File: src/rtl/z88_rtc_irq.sv
// z88_rtc_irq: real-time clock counters and interrupt controller with a Z80 I/O register window.
// Optional alarm comparator: define Z88_RTC_ALARM_EN to add ALM0..ALM2 at D5..D7 and TSTA[3].
// All register access and prescaler stepping qualify on the bus strobe (clk_ena & bus_ph).
module z88_rtc_irq #(
   parameter int DIV_MAX       = 31250,
   parameter int TICKS_PER_SEC = 200,
   parameter int N_EXT         = 2
) (
   input  logic             clk,
   input  logic             rst,
   input  logic             clk_ena,
   input  logic             bus_ph,
   input  logic             z80_io_rd,
   input  logic             z80_io_wr,
   input  logic [7:0]       z80_addr,
   input  logic [7:0]       z80_wdata,
   output logic [7:0]       z80_rdata,
   output logic             z80_int_n,
   input  logic [N_EXT-1:0] irq_in
);

   localparam int            PW       = (DIV_MAX > 1) ? $clog2(DIV_MAX) : 1;
   localparam logic [PW-1:0] PRE_LOAD = PW'(DIV_MAX - 1);
   localparam logic [7:0]    T0_LAST  = 8'(TICKS_PER_SEC - 1);
   localparam logic [6:0]    EXT_MASK = 7'(((1 << N_EXT) - 1) << 1);

   localparam logic [7:0] A_COM  = 8'hB0;
   localparam logic [7:0] A_INT  = 8'hB1;
   localparam logic [7:0] A_TACK = 8'hB4;
   localparam logic [7:0] A_TMSK = 8'hB5;
   localparam logic [7:0] A_ACK  = 8'hB6;
   localparam logic [7:0] A_TIM0 = 8'hD0;
   localparam logic [7:0] A_TIM1 = 8'hD1;
   localparam logic [7:0] A_TIM2 = 8'hD2;
   localparam logic [7:0] A_TIM3 = 8'hD3;
   localparam logic [7:0] A_TIM4 = 8'hD4;
   localparam logic [7:0] A_ALM0 = 8'hD5;
   localparam logic [7:0] A_ALM1 = 8'hD6;
   localparam logic [7:0] A_ALM2 = 8'hD7;

   logic             strobe;
   logic             wr_stb;
   logic             rd_stb;
   logic             wr_com;
   logic             wr_int;
   logic             wr_tack;
   logic             wr_tmsk;
   logic             wr_ack;

   logic             restim;
   logic             hold;
   logic [7:0]       int_en;
   logic [3:0]       tmsk;
   logic [3:0]       tsta;
   logic [3:0]       tsta_set;
   logic [3:0]       tsta_clr;
   logic [6:0]       sta;
   logic [6:0]       sta_set;
   logic [6:0]       sta_clr;

   logic [PW-1:0]    pre;
   logic             tick;
   logic             sec;
   logic             minute;
   logic             alarm;
   logic [7:0]       tim0;
   logic [5:0]       tim1;
   logic [7:0]       tim2;
   logic [7:0]       tim3;
   logic [4:0]       tim4;
   logic [20:0]      hms_next;

   logic [5:0]       sh1;
   logic [7:0]       sh2;
   logic [7:0]       sh3;
   logic [4:0]       sh4;

   logic [N_EXT-1:0] sync1;
   logic [N_EXT-1:0] sync2;
   logic [N_EXT-1:0] prev;
   logic [N_EXT-1:0] irq_edge;

   logic [7:0]       rd_mux;
   logic [7:0]       rdata;
   logic             int_n;

   assign strobe  = clk_ena & bus_ph;
   assign wr_stb  = strobe & z80_io_wr;
   assign rd_stb  = strobe & z80_io_rd;
   assign wr_com  = wr_stb & (z80_addr == A_COM);
   assign wr_int  = wr_stb & (z80_addr == A_INT);
   assign wr_tack = wr_stb & (z80_addr == A_TACK);
   assign wr_tmsk = wr_stb & (z80_addr == A_TMSK);
   assign wr_ack  = wr_stb & (z80_addr == A_ACK);

   // Counters are held already in the cycle that sets RESTIM, so no stale value leaks onto a following read.
   assign hold = restim | (wr_com & z80_wdata[4]);

   // Control registers: COM (only RESTIM has an effect), INT enables, TMSK.
   always_ff @(posedge clk) begin
      if (rst) begin
         restim <= 1'b0;
         int_en <= 8'h00;
         tmsk   <= 4'h0;
      end else begin
         if (wr_com)  restim <= z80_wdata[4];
         if (wr_int)  int_en <= z80_wdata;
         if (wr_tmsk) tmsk   <= z80_wdata[3:0];
      end
   end

   // pre counts strobes remaining before the next 5 ms tick; reloading it means "no strobes elapsed".
   assign tick     = strobe & ~hold & (pre == '0);
   assign sec      = tick & (tim0 == T0_LAST);
   assign minute   = sec & (tim1 == 6'd59);
   assign hms_next = {tim4, tim3, tim2} + 21'd1;

   // Prescaler down-counter with terminal-count reload.
   always_ff @(posedge clk) begin
      if (rst || hold) begin
         pre <= PRE_LOAD;
      end else if (strobe) begin
         pre <= (pre == '0) ? PRE_LOAD : pre - 1'b1;
      end
   end

   // Time-of-day chain: ticks -> seconds -> minutes -> 21-bit minute count across TIM2..TIM4.
   always_ff @(posedge clk) begin
      if (rst || hold) begin
         tim0 <= 8'h00;
         tim1 <= 6'd0;
         tim2 <= 8'h00;
         tim3 <= 8'h00;
         tim4 <= 5'd0;
      end else begin
         if (tick)   tim0 <= sec ? 8'h00 : tim0 + 8'd1;
         if (sec)    tim1 <= minute ? 6'd0 : tim1 + 6'd1;
         if (minute) {tim4, tim3, tim2} <= hms_next;
      end
   end

`ifdef Z88_RTC_ALARM_EN
   logic [7:0] alm0;
   logic [7:0] alm1;
   logic [4:0] alm2;

   // Alarm compare registers, writable in all RESTIM states.
   always_ff @(posedge clk) begin
      if (rst) begin
         alm0 <= 8'h00;
         alm1 <= 8'h00;
         alm2 <= 5'd0;
      end else begin
         if (wr_stb && z80_addr == A_ALM0) alm0 <= z80_wdata;
         if (wr_stb && z80_addr == A_ALM1) alm1 <= z80_wdata;
         if (wr_stb && z80_addr == A_ALM2) alm2 <= z80_wdata[4:0];
      end
   end

   assign alarm = minute & (hms_next == {alm2, alm1, alm0});
`else
   assign alarm = 1'b0;
`endif

   assign tsta_set = {alarm & tmsk[3], minute & tmsk[2], sec & tmsk[1], tick & tmsk[0]};
   assign tsta_clr = wr_tack ? z80_wdata[3:0] : 4'h0;

   // Timer status: sticky until acknowledged; a set in the same cycle as its clear wins.
   always_ff @(posedge clk) begin
      if (rst) begin
         tsta <= 4'h0;
      end else begin
         tsta <= (tsta & ~tsta_clr) | tsta_set;
      end
   end

   // Two-flop synchroniser plus previous-value register for rising-edge detection.
   always_ff @(posedge clk) begin
      if (rst) begin
         sync1 <= '0;
         sync2 <= '0;
         prev  <= '0;
      end else begin
         sync1 <= irq_in;
         sync2 <= sync1;
         prev  <= sync2;
      end
   end

   assign irq_edge = sync2 & ~prev;
   assign sta_set  = 7'({irq_edge, 1'b0}) & int_en[6:0];
   assign sta_clr  = wr_ack ? z80_wdata[6:0] : 7'h00;

   // Interrupt status: bit 0 mirrors enabled timer status, bits 1..N_EXT latch enabled external edges.
   always_ff @(posedge clk) begin
      if (rst) begin
         sta <= 7'h00;
      end else begin
         sta <= (((sta & ~sta_clr) | sta_set) & EXT_MASK) | {6'b0, (|tsta) & int_en[0]};
      end
   end

   // Interrupt output, one clock behind STA.
   always_ff @(posedge clk) begin
      if (rst) begin
         int_n <= 1'b1;
      end else begin
         int_n <= ~(int_en[7] & (|sta));
      end
   end

   // Reading TIM0 freezes TIM1..TIM4 so a multi-byte time read is coherent.
   always_ff @(posedge clk) begin
      if (rst) begin
         sh1 <= 6'd0;
         sh2 <= 8'h00;
         sh3 <= 8'h00;
         sh4 <= 5'd0;
      end else if (rd_stb && z80_addr == A_TIM0) begin
         sh1 <= tim1;
         sh2 <= tim2;
         sh3 <= tim3;
         sh4 <= tim4;
      end
   end

   // Read-port decode; anything not listed reads 00.
   always_comb begin
      rd_mux = 8'h00;
      case (z80_addr)
         A_INT:  rd_mux = {1'b0, sta};
         A_TMSK: rd_mux = {4'h0, tsta};
         A_TIM0: rd_mux = tim0;
         A_TIM1: rd_mux = {2'b00, sh1};
         A_TIM2: rd_mux = sh2;
         A_TIM3: rd_mux = sh3;
         A_TIM4: rd_mux = {3'b000, sh4};
`ifdef Z88_RTC_ALARM_EN
         A_ALM0: rd_mux = alm0;
         A_ALM1: rd_mux = alm1;
         A_ALM2: rd_mux = {3'b000, alm2};
`endif
         default: rd_mux = 8'h00;
      endcase
   end

   // Read data register: captured on a read strobe, returned to 00 on any other strobe.
   always_ff @(posedge clk) begin
      if (rst) begin
         rdata <= 8'h00;
      end else if (strobe) begin
         rdata <= z80_io_rd ? rd_mux : 8'h00;
      end
   end

   assign z80_rdata = rdata;
   assign z80_int_n = int_n;

endmodule

File: config.mk
export PLATFORM = sky130hd
export DESIGN_NAME = z88_rtc_irq
export DESIGN_NICKNAME = d
export VERILOG_FILES = /design/src/rtl/z88_rtc_irq.sv
export SDC_FILE = /design/constraint.sdc
export NUM_CORES = 1
export LEC_CHECK = 0
export ABC_CLOCK_PERIOD_IN_PS = 3100
export CAP_MARGIN = 0
export CORE_MARGIN = 2
export CORE_UTILIZATION = 61
export CTS_BUF_LIST = sky130_fd_sc_hd__clkbuf_4 sky130_fd_sc_hd__clkbuf_8
export DETAILED_ROUTE_END_ITERATION = 16
export HOLD_SLACK_MARGIN = 0.06
export PLACE_DENSITY = 0.82
export SKIP_CTS_REPAIR_TIMING = 1
export SLEW_MARGIN = 20
export SYNTH_ARGS = -nofsm -noshare
export SYNTH_HDL_FRONTEND = slang
export SYNTH_SLANG_ARGS = --single-unit
File: constraint.sdc
create_clock -name clk -period 3.1 [get_ports clk]
set_clock_uncertainty 0.2 [all_clocks]
set_input_delay 0.775 -clock clk [delete_from_list [all_inputs] [get_ports clk]]
set_output_delay 0.775 -clock clk [all_outputs]
set_load 0.1 [all_outputs]
Word level (Yosys, flattened, before mapping)
Cells that the tools add are included. Widths: inputs -> output; s select.

$add $sub $neg: 4. $mul: 0. Divide/modulo/power cells: 0. $lt $le $gt $ge: 0. Equality and inequality tests: 12. Shift operators: 0. Mux-type cells: 7. Bitwise gates (word level): 31. Reductions and logical operators: 5.

Operator list (number): $eq 8x8->1 const B (11); $pmux 8 s7 (1); $add 21x1->21 const B (1); $and 1x1->1 (18); $mux 8 (2); $logic_not 15->1 (1); $mux 15 (1); $sub 15x1->15 const B (1); $add 8x1->8 const B (1); $reduce_or 7->1 (1); $add 6x1->6 const B (1); $and 3x3->3 (2); $eq 6x6->1 const B (1); $mux 6 (1); $and 4x4->4 (1); $mux 4 (1); $not 4->4 (1); $or 4x3->4 (1); $reduce_or 4->1 (1); $mux 3 (1); $not 3->3 (1); $or 3x1->3 (1); $or 3x3->3 (1); $and 2x2->2 (1); other kinds (5) (6).

Register bits: 111. Bits in latches: 0. Bits in writable memories: 0. ROM bits: 0. Memories kept: 0.

Logic depth before layout (Yosys ltp)
Gate-level depths: netlist (run 1).

Word-level depth: 12. Depth in mapped cells: 9. Gate-level depth less buffers: 7.

Least setup slack after synthesis (run 1)
OpenSTA, ideal clock, no wires.

Path kind: input to register. From: in z80_addr[0]. To: reg tim2[0]. Library setup time: 117 ps. Arrival time: 2495 ps. Path slack: 288 ps. Stages on the path: 6. Path buffers: 3. Cell sequence: or4_1 clkbuf_1 o41ai_2 clkbuf_1 buf_2 nor2_1.

Longest elaborated chain between the ends: 9.

RTL lines: start: declaration (line 15) `input logic [7:0] z80_addr,`; $eq 8x8->1 (*) (line 90) `assign wr_com = wr_stb & (z80_addr == A_COM);`; $and 1x1->1 (*) (line 90); $and 1x1->1 (*) (line 97) `assign hold = restim | (wr_com & z80_wdata[4]);`; $or 1x1->1 (*) (line 97); $not 1->1 (line 113) `assign tick = strobe & ~hold & (pre == '0);`; $and 1x1->1 (2 in a row) (line 113); $and 1x1->1 (line 114) `assign sec = tick & (tim0 == T0_LAST);`; $and 1x1->1 (line 115) `assign minute = sec & (tim1 == 6'd59);`; end signal: assignment (line 138) `if (minute) {tim4, tim3, tim2} <= hms_next;`; end: declaration (line 68) `logic [7:0] tim2;`.

Every way passes the cells marked *; elsewhere a longest branch is shown, timed or not. A chain may end at the register's enable or synchronous reset.

Worst setup path in the final report (run 1)
From: in z80_addr[5]. To: reg rdata[0] (netlist: z80_rdata[0]).

Longest elaborated chain between the ends: 3.

RTL lines: $eq 8x8->1 (line 230) `case (z80_addr)`; $pmux 8 s7 (*) (line 230); $mux 8 (*) (line 252) `rdata <= z80_io_rd ? rd_mux : 8'h00;`; end signal: assignment (line 252); end: declaration (line 84) `logic [7:0] rdata;`.

Marked as above.

==> results of run 1 <==
==> through the flow <==
step	setup WS, ps	hold slack, ps	instances	TNS (ps)	area [sq um]
6_report	224	239	735	0	5740
4_1_cts	289	245	735	0	5740
3_3_place_gp	-39.6	202	719	-285	5540
3_5_place_dp	-102	218	719	-1150	5540
5_1_grt	104	264	735	0	5740
2_1_floorplan	288	184	567	0	4850
==> layer usage <==
layer | GRT usage, % | share of wire, %
met5 | 0 | 0
met4 | 9.19 | 2.4
met3 | 5.08 | 6.5
met2 | 47.6 | 48
met1 | 37.9 | 43
==> critical path, stage by stage <==
cell	delay [ps]
clkdlybuf4s50_1	430
buf_4	150
nand4b_1	300
buf_4	230
nor3_1	510
a222oi_1	240
o311ai_0	180
a22o_1	180
==> report_power, final <==
part           total, mW  internal, mW  switching, mW
clock              0.832         0.352          0.481
sequential          1.39          1.38        0.00823
combinational      0.143        0.0680         0.0745
total               2.37          1.80          0.563
==> synth_stat cells (all sizes together) (5+ instances only) <==
cell type / n / area, sq um
dfxtp: 107 / 2140
nand2: 99 / 372
a21oi: 55 / 275
nor2: 41 / 156
nand3: 24 / 125
clkbuf: 20 / 75.1
or4: 20 / 158
o31ai: 17 / 128
mux2i: 15 / 150
nor4: 15 / 139
a22o: 13 / 114
nand4: 13 / 81.3
inv: 12 / 45.0
nor3: 9 / 50.1
xor2: 9 / 78.8
nor2b: 8 / 50.1
o21ai: 8 / 40.0
or2: 8 / 50.1
xnor2: 7 / 61.3
or3: 6 / 37.5
a222oi: 5 / 50.1
and3: 5 / 31.3
ha: 5 / 62.6
==> flip-flops by register name, indices dropped and copies added (netlist names), 8 cells and up <==
signal     cells
sh2            8
tim3           8
z80_rdata      8
tim0           8
pre           15
sh3            8
tim2           8
==> final cells by class <==
| class | instances | area (sq um) |
|---|---|---|
| flip-flops and latches | 107 | 2140 |
| inverters | 12 | 45.0 |
| multi-input cells | 424 | 2570 |
| repair buffers | 74 | 658 |
| clock inverters | 4 | 32.5 |
| fillers | 570 | 1990 |
| clock buffers | 12 | 159 |
| well taps | 102 | 128 |
==> worst min path at each step <==
stage	startpoint	endpoint	slack [ps]
after floorplan	int_en[7]	z80_int_n	180
after global placement	int_en[7]	z80_int_n	200
after detailed placement	int_en[7]	z80_int_n	220
after CTS	int_en[7]	z80_int_n	250
after global routing	int_en[7]	z80_int_n	260
final	int_en[7]	z80_int_n	240
==> cells by family after synthesis <==
family,count (synthesis)
adders and majority gates,5
buffers and inverters,36
muxes,16
DFF,107
AOI/OAI and AO/OA,122
xor gates and xnor gates,16
and+or+nand+nor,265
==> impl_metrics.csv, run 1 <==
group,metric,value,unit
power_and_ir_drop,p_leak,1.93,nW
floorplan,initial_core_util,62.7,%
synthesis,ys_seq_area_share,44.2,%
synthesis,synth_edf_count,0,
grt,grt_overflow,0,
routing,first_pass_iters,6,
critical_path,rrSetupSlack,230,ps
final_layout,utilization,74.2,%
routing,vias,4551,
synthesis,syn_area,0.00485,sq mm
sta,slew_headroom,55.8,%
floorplan,rows,32,
floorplan,die_x,93.2,um
grt,grt_use_total,28.6,%
sta,fmax,0.348,GHz
critical_path,crit_fanout,5,
power_and_ir_drop,finalPower,2.37,mW
clock_tree,htreeDepth,3,
routing,routedWlPerCell,16.6,um
sta,rsz0062_at_grt,"no",
final_layout,diodes,0,
clock_tree,cts.path.max_buffers,2,
synthesis,ys_seq_elements,107,
sta,period_minus_slack,2880,ps
critical_path,endpoint,"z80_rdata[0]",
power_and_ir_drop,p_per_area,412,mW/mm^2
synthesis,synthFlopType,"dfxtp_1",
critical_path,reg2reg_from,"tim0[0]",
final_layout,syn_to_final_growth,18.3,%
final_layout,drive_gt1_share,14.1,%
final_layout,final_cell_mix,"dfxtp_1 (107), nand2_1 (99), a21oi_1 (55)",
synthesis,synth_top_family_by_area,"simple AND/OR/NAND/NOR gates",
critical_path,crit_arrival,3000,ps
routing,vias_per_cell,6.19,
place,globalplace.congestion,0.906,
status,status,"finished clean",
worst_hold_path,hp-class,"reg2reg",
grt,antenna_found_initial,0,
floorplan,ios,33,
place,dp_hpwl,9010,um
clock_tree,clock-sinks,107,
synthesis,synthSimpleGateAreaFrac,28.4,%
synthesis,synth_nets,596,
critical_path,crit_path_start,"z80_addr[5]",
synthesis,synth.distinct_cells,55,
power_and_ir_drop,ir_worst_vdd,0.327,mV
grt,grt_pass1_vias,4201,
routing,first_iter_violations,437,
critical_path,start_kind,"input port",
job,drv_cap,0,
synthesis,syn_inst,567,
sta,tightest_slew,657,ps
routing,drt_wl_total,12200,um
synthesis,yosysWarningCount,0,
critical_path,crit_required,3220,ps
routing,post-route-drc-count,0,
floorplan,core,0.00773,sq mm
synthesis,synthAdderAreaFrac,1.29,%
clock_tree,cts_made_buffers,9,
synthesis,synth_compound_area_share,16.9,%
floorplan,die_area,0.00868,sq mm
clock_tree,clkLatencyLatePin,380,ps
sta,final_hold_viol_count,0,
synthesis,synth_xor_area_share,2.89,%
routing,postRouteAntennaNets,0,
synthesis,syn_avg_cell_area,8.55,sq um
critical_path,ff2ff_path_depth,6,
critical_path,r2r-end,"tim3[7]",
grt,grt_start_max_net_pins,51,
sta,post-route-period-util,92.8,%
worst_hold_path,min_path_cells,1,
clock_tree,clkTransAtPathRegs,100,ps
clock_tree,cts_root_buffer,"clkbuf_8",
critical_path,crit_type,"in2reg",
synthesis,async_flop_share,0,%
final_layout,fin_nets,657,
sta,final_max_slew_viol_count,0,
grt,grt_pass1_wl,19900,um
critical_path,crit_path_end_kind,"flop",
final_layout,final_common_cell,"dfxtp_1",
clock_tree,cts_tree,"done",
floorplan,fp.dieH,93.2,um
synthesis,synthMuxAreaShare,3.33,%
sta,setup_viol,0,
place,portBuffers,30,
Power figures use the tool's default switching activity.
==> run 2, diff against run 1 <==
--- a/config.mk
+++ b/config.mk
@@ -8,11 +8,11 @@
 export ABC_CLOCK_PERIOD_IN_PS = 3100
 export CAP_MARGIN = 0
 export CORE_MARGIN = 2
-export CORE_UTILIZATION = 61
+export CORE_UTILIZATION = 50
 export CTS_BUF_LIST = sky130_fd_sc_hd__clkbuf_4 sky130_fd_sc_hd__clkbuf_8
 export DETAILED_ROUTE_END_ITERATION = 16
 export HOLD_SLACK_MARGIN = 0.06
-export PLACE_DENSITY = 0.82
+export PLACE_DENSITY = 0.69
 export SKIP_CTS_REPAIR_TIMING = 1
 export SLEW_MARGIN = 20
 export SYNTH_ARGS = -nofsm -noshare
==> run 2 against run 1 <==
Net effect: total power increased by 3.0%; sequential power is essentially flat; count of clock-buffer cells in the layout decreased by 1.
==> impl_metrics.csv, run 2 (synthesized netlist as in run 1, its figures left out) <==
group,metric,value,unit
routing,postRouteAntennaNets,0,
worst_hold_path,min_from,"sync1[1]",
final_layout,regMostFlops,"pre",
job,drv_cap,0,
clock_tree,clkLatencyLatePin,380,ps
routing,routedWlPerCell,16.0,um
clock_tree,clock-sinks,107,
final_layout,syn_to_final_growth,20.5,%
critical_path,crit_chain,"clkdlybuf4s50_1 -> buf_4 -> or4_1 -> buf_4 -> o41ai_4 -> buf_4 -> o22ai_1 -> a31o_2",
place,dp_hpwl,8920,um
critical_path,ff2ff_path_depth,6,
status,status,"finished clean",
critical_path,crit_top_cell,"buf_4",
critical_path,crit_arrival,2930,ps
grt,grt_start_max_net_pins,51,
final_layout,drive_gt1_share,14.7,%
sta,final_hold_viol_count,0,
place,dp_slack,-112,ps
power_and_ir_drop,seq_power_share,57.1,%
grt,grt_pass1_vias,4268,
floorplan,rows,35,
sta,slew_headroom,54.8,%
power_and_ir_drop,ir_worst_vdd,0.270,mV
floorplan,die_x,102,um
sta,setup_slack,258,ps
floorplan,fp.dieH,102,um
floorplan,initial_core_util,52.0,%
sta,whs,245,ps
final_layout,fin_nets,662,
power_and_ir_drop,switchingPower,0.567,mW
routing,first_iter_violations,322,
power_and_ir_drop,p_clk_share,37.1,%
final_layout,seqCellArea,0.00214,sq mm
critical_path,crit_path_end_kind,"flop",
power_and_ir_drop,p_leak,1.96,nW
worst_hold_path,hold_end,"sync2[1]",
grt,grt_pass1_wl,20300,um
sta,fmax,0.352,GHz
routing,vias_per_cell,5.82,
sta,final_max_slew_viol_count,0,
routing,drt_wl_total,12300,um
final_layout,fin_cells,767,
sta,period_minus_slack,2840,ps
place,portBuffers,30,
final_layout,final_common_cell,"dfxtp_1",
clock_tree,htreeDepth,3,
power_and_ir_drop,combPwrFrac,5.8,%
critical_path,slowest_stage,"or4_1",
floorplan,core,0.00933,sq mm
grt,antenna_found_initial,0,
routing,first_pass_iters,6,
sta,rsz0062_at_grt,"no",
clock_tree,cts_root_buffer,"clkbuf_8",
final_layout,final_cell_mix,"dfxtp_1 (107), nand2_1 (99), a21oi_1 (55)",
sta,tightest_slew,673,ps
final_layout,multi_input_area,0.00257,sq mm
clock_tree,clkTransAtPathRegs,100,ps
place,globalplace.congestion,0.835,
clock_tree,cts.path.max_buffers,2,
worst_hold_path,min_path_cells,1,
power_and_ir_drop,p_per_area,417,mW/mm^2
final_layout,utilization,62.6,%
clock_tree,cts_tree,"done",
worst_hold_path,hp-class,"reg2reg",
grt,grt_use_total,24.4,%
final_layout,diodes,0,
routing,post-route-drc-count,0,
critical_path,crit_fanout,12,
critical_path,start_kind,"input port",
power_and_ir_drop,p_sw_share,23.3,%
sta,post-route-period-util,91.7,%
critical_path,reg2reg_from,"tim0[0]",
floorplan,die_area,0.0105,sq mm
final_layout,largest_reg_flops,15,
critical_path,cpPeakStageDelay,550,ps
critical_path,rrSetupSlack,270,ps
floorplan,ios,33,
final_layout,fillers,846,
critical_path,r2r-end,"tim4[1]",
sta,setup_viol,0,
critical_path,crit_type,"in2reg",
power_and_ir_drop,finalPower,2.44,mW
grt,grt_overflow,0,
place,dp_cells,751,
critical_path,crit_required,3180,ps
clock_tree,cts_made_buffers,9,
power_and_ir_drop,p_int,1.87,mW
routing,vias,4465,
[run 2: cell type report]
type,count,area share [%]
Tap cell,129,2.76
Timing Repair Buffer,79,12.1
Multi-Input combinational cell,424,44.0
Clock inverter,5,1.05
Clock buffer,11,2.59
Inverter,12,0.771
Sequential cell,107,36.7
[run 2: power by group through the flow]
stage               Sequential [mW]  Combinational (mW)  Clock [mW]
finish                         1.39               0.142       0.903
global route                   1.39               0.153       0.974
CTS                            1.39               0.141       0.916
detailed placement             1.42               0.140           0
global placement               1.42               0.136           0
floorplan                      1.42              0.0647           0
[run 2: through the flow]
stage	cell area, sq um	TNS, ps
floorplan	4850	0
global placement	5630	-876
detailed placement	5630	-1830
CTS	5840	0
global route	5840	0
finish	5840	0
[run 2: routing by layer]
metal  part of all wire [%]  GRT usage [%]
met2                     47           40.1
met4                    1.4           6.56
met5                      0              0
met1                     47           32.7
met3                    4.9           4.86
[run 2: critical path: cells and delay by family]
family,cells,cell delay [ps]
compound gates,3,560
buf+inv,4,1030
simple gates,1,550
[run 2: worst max-delay path by stage]
stage	start	end	slack, ps	depth (start not counted)
floorplan	z80_addr[0]	tim2[0]	290	6
global placement	z80_addr[0]	tim3[7]	-80	8
detailed placement	z80_addr[0]	tim1[4]	-110	8
CTS	z80_addr[0]	tim1[4]	280	8
global route	tim0[0]	tim3[6]	50	6
finish	z80_addr[0]	tim1[4]	260	8
==> run 3, diff against run 2 <==
--- a/config.mk
+++ b/config.mk
@@ -8,11 +8,11 @@
 export ABC_CLOCK_PERIOD_IN_PS = 3100
 export CAP_MARGIN = 0
 export CORE_MARGIN = 2
-export CORE_UTILIZATION = 50
+export CORE_UTILIZATION = 61
 export CTS_BUF_LIST = sky130_fd_sc_hd__clkbuf_4 sky130_fd_sc_hd__clkbuf_8
 export DETAILED_ROUTE_END_ITERATION = 16
 export HOLD_SLACK_MARGIN = 0.06
-export PLACE_DENSITY = 0.69
+export PLACE_DENSITY = 0.82
 export SKIP_CTS_REPAIR_TIMING = 1
 export SLEW_MARGIN = 20
 export SYNTH_ARGS = -nofsm -noshare
==> results of run 3 <==
No change in the layout: final DEF, timing and power equal those of run 1.
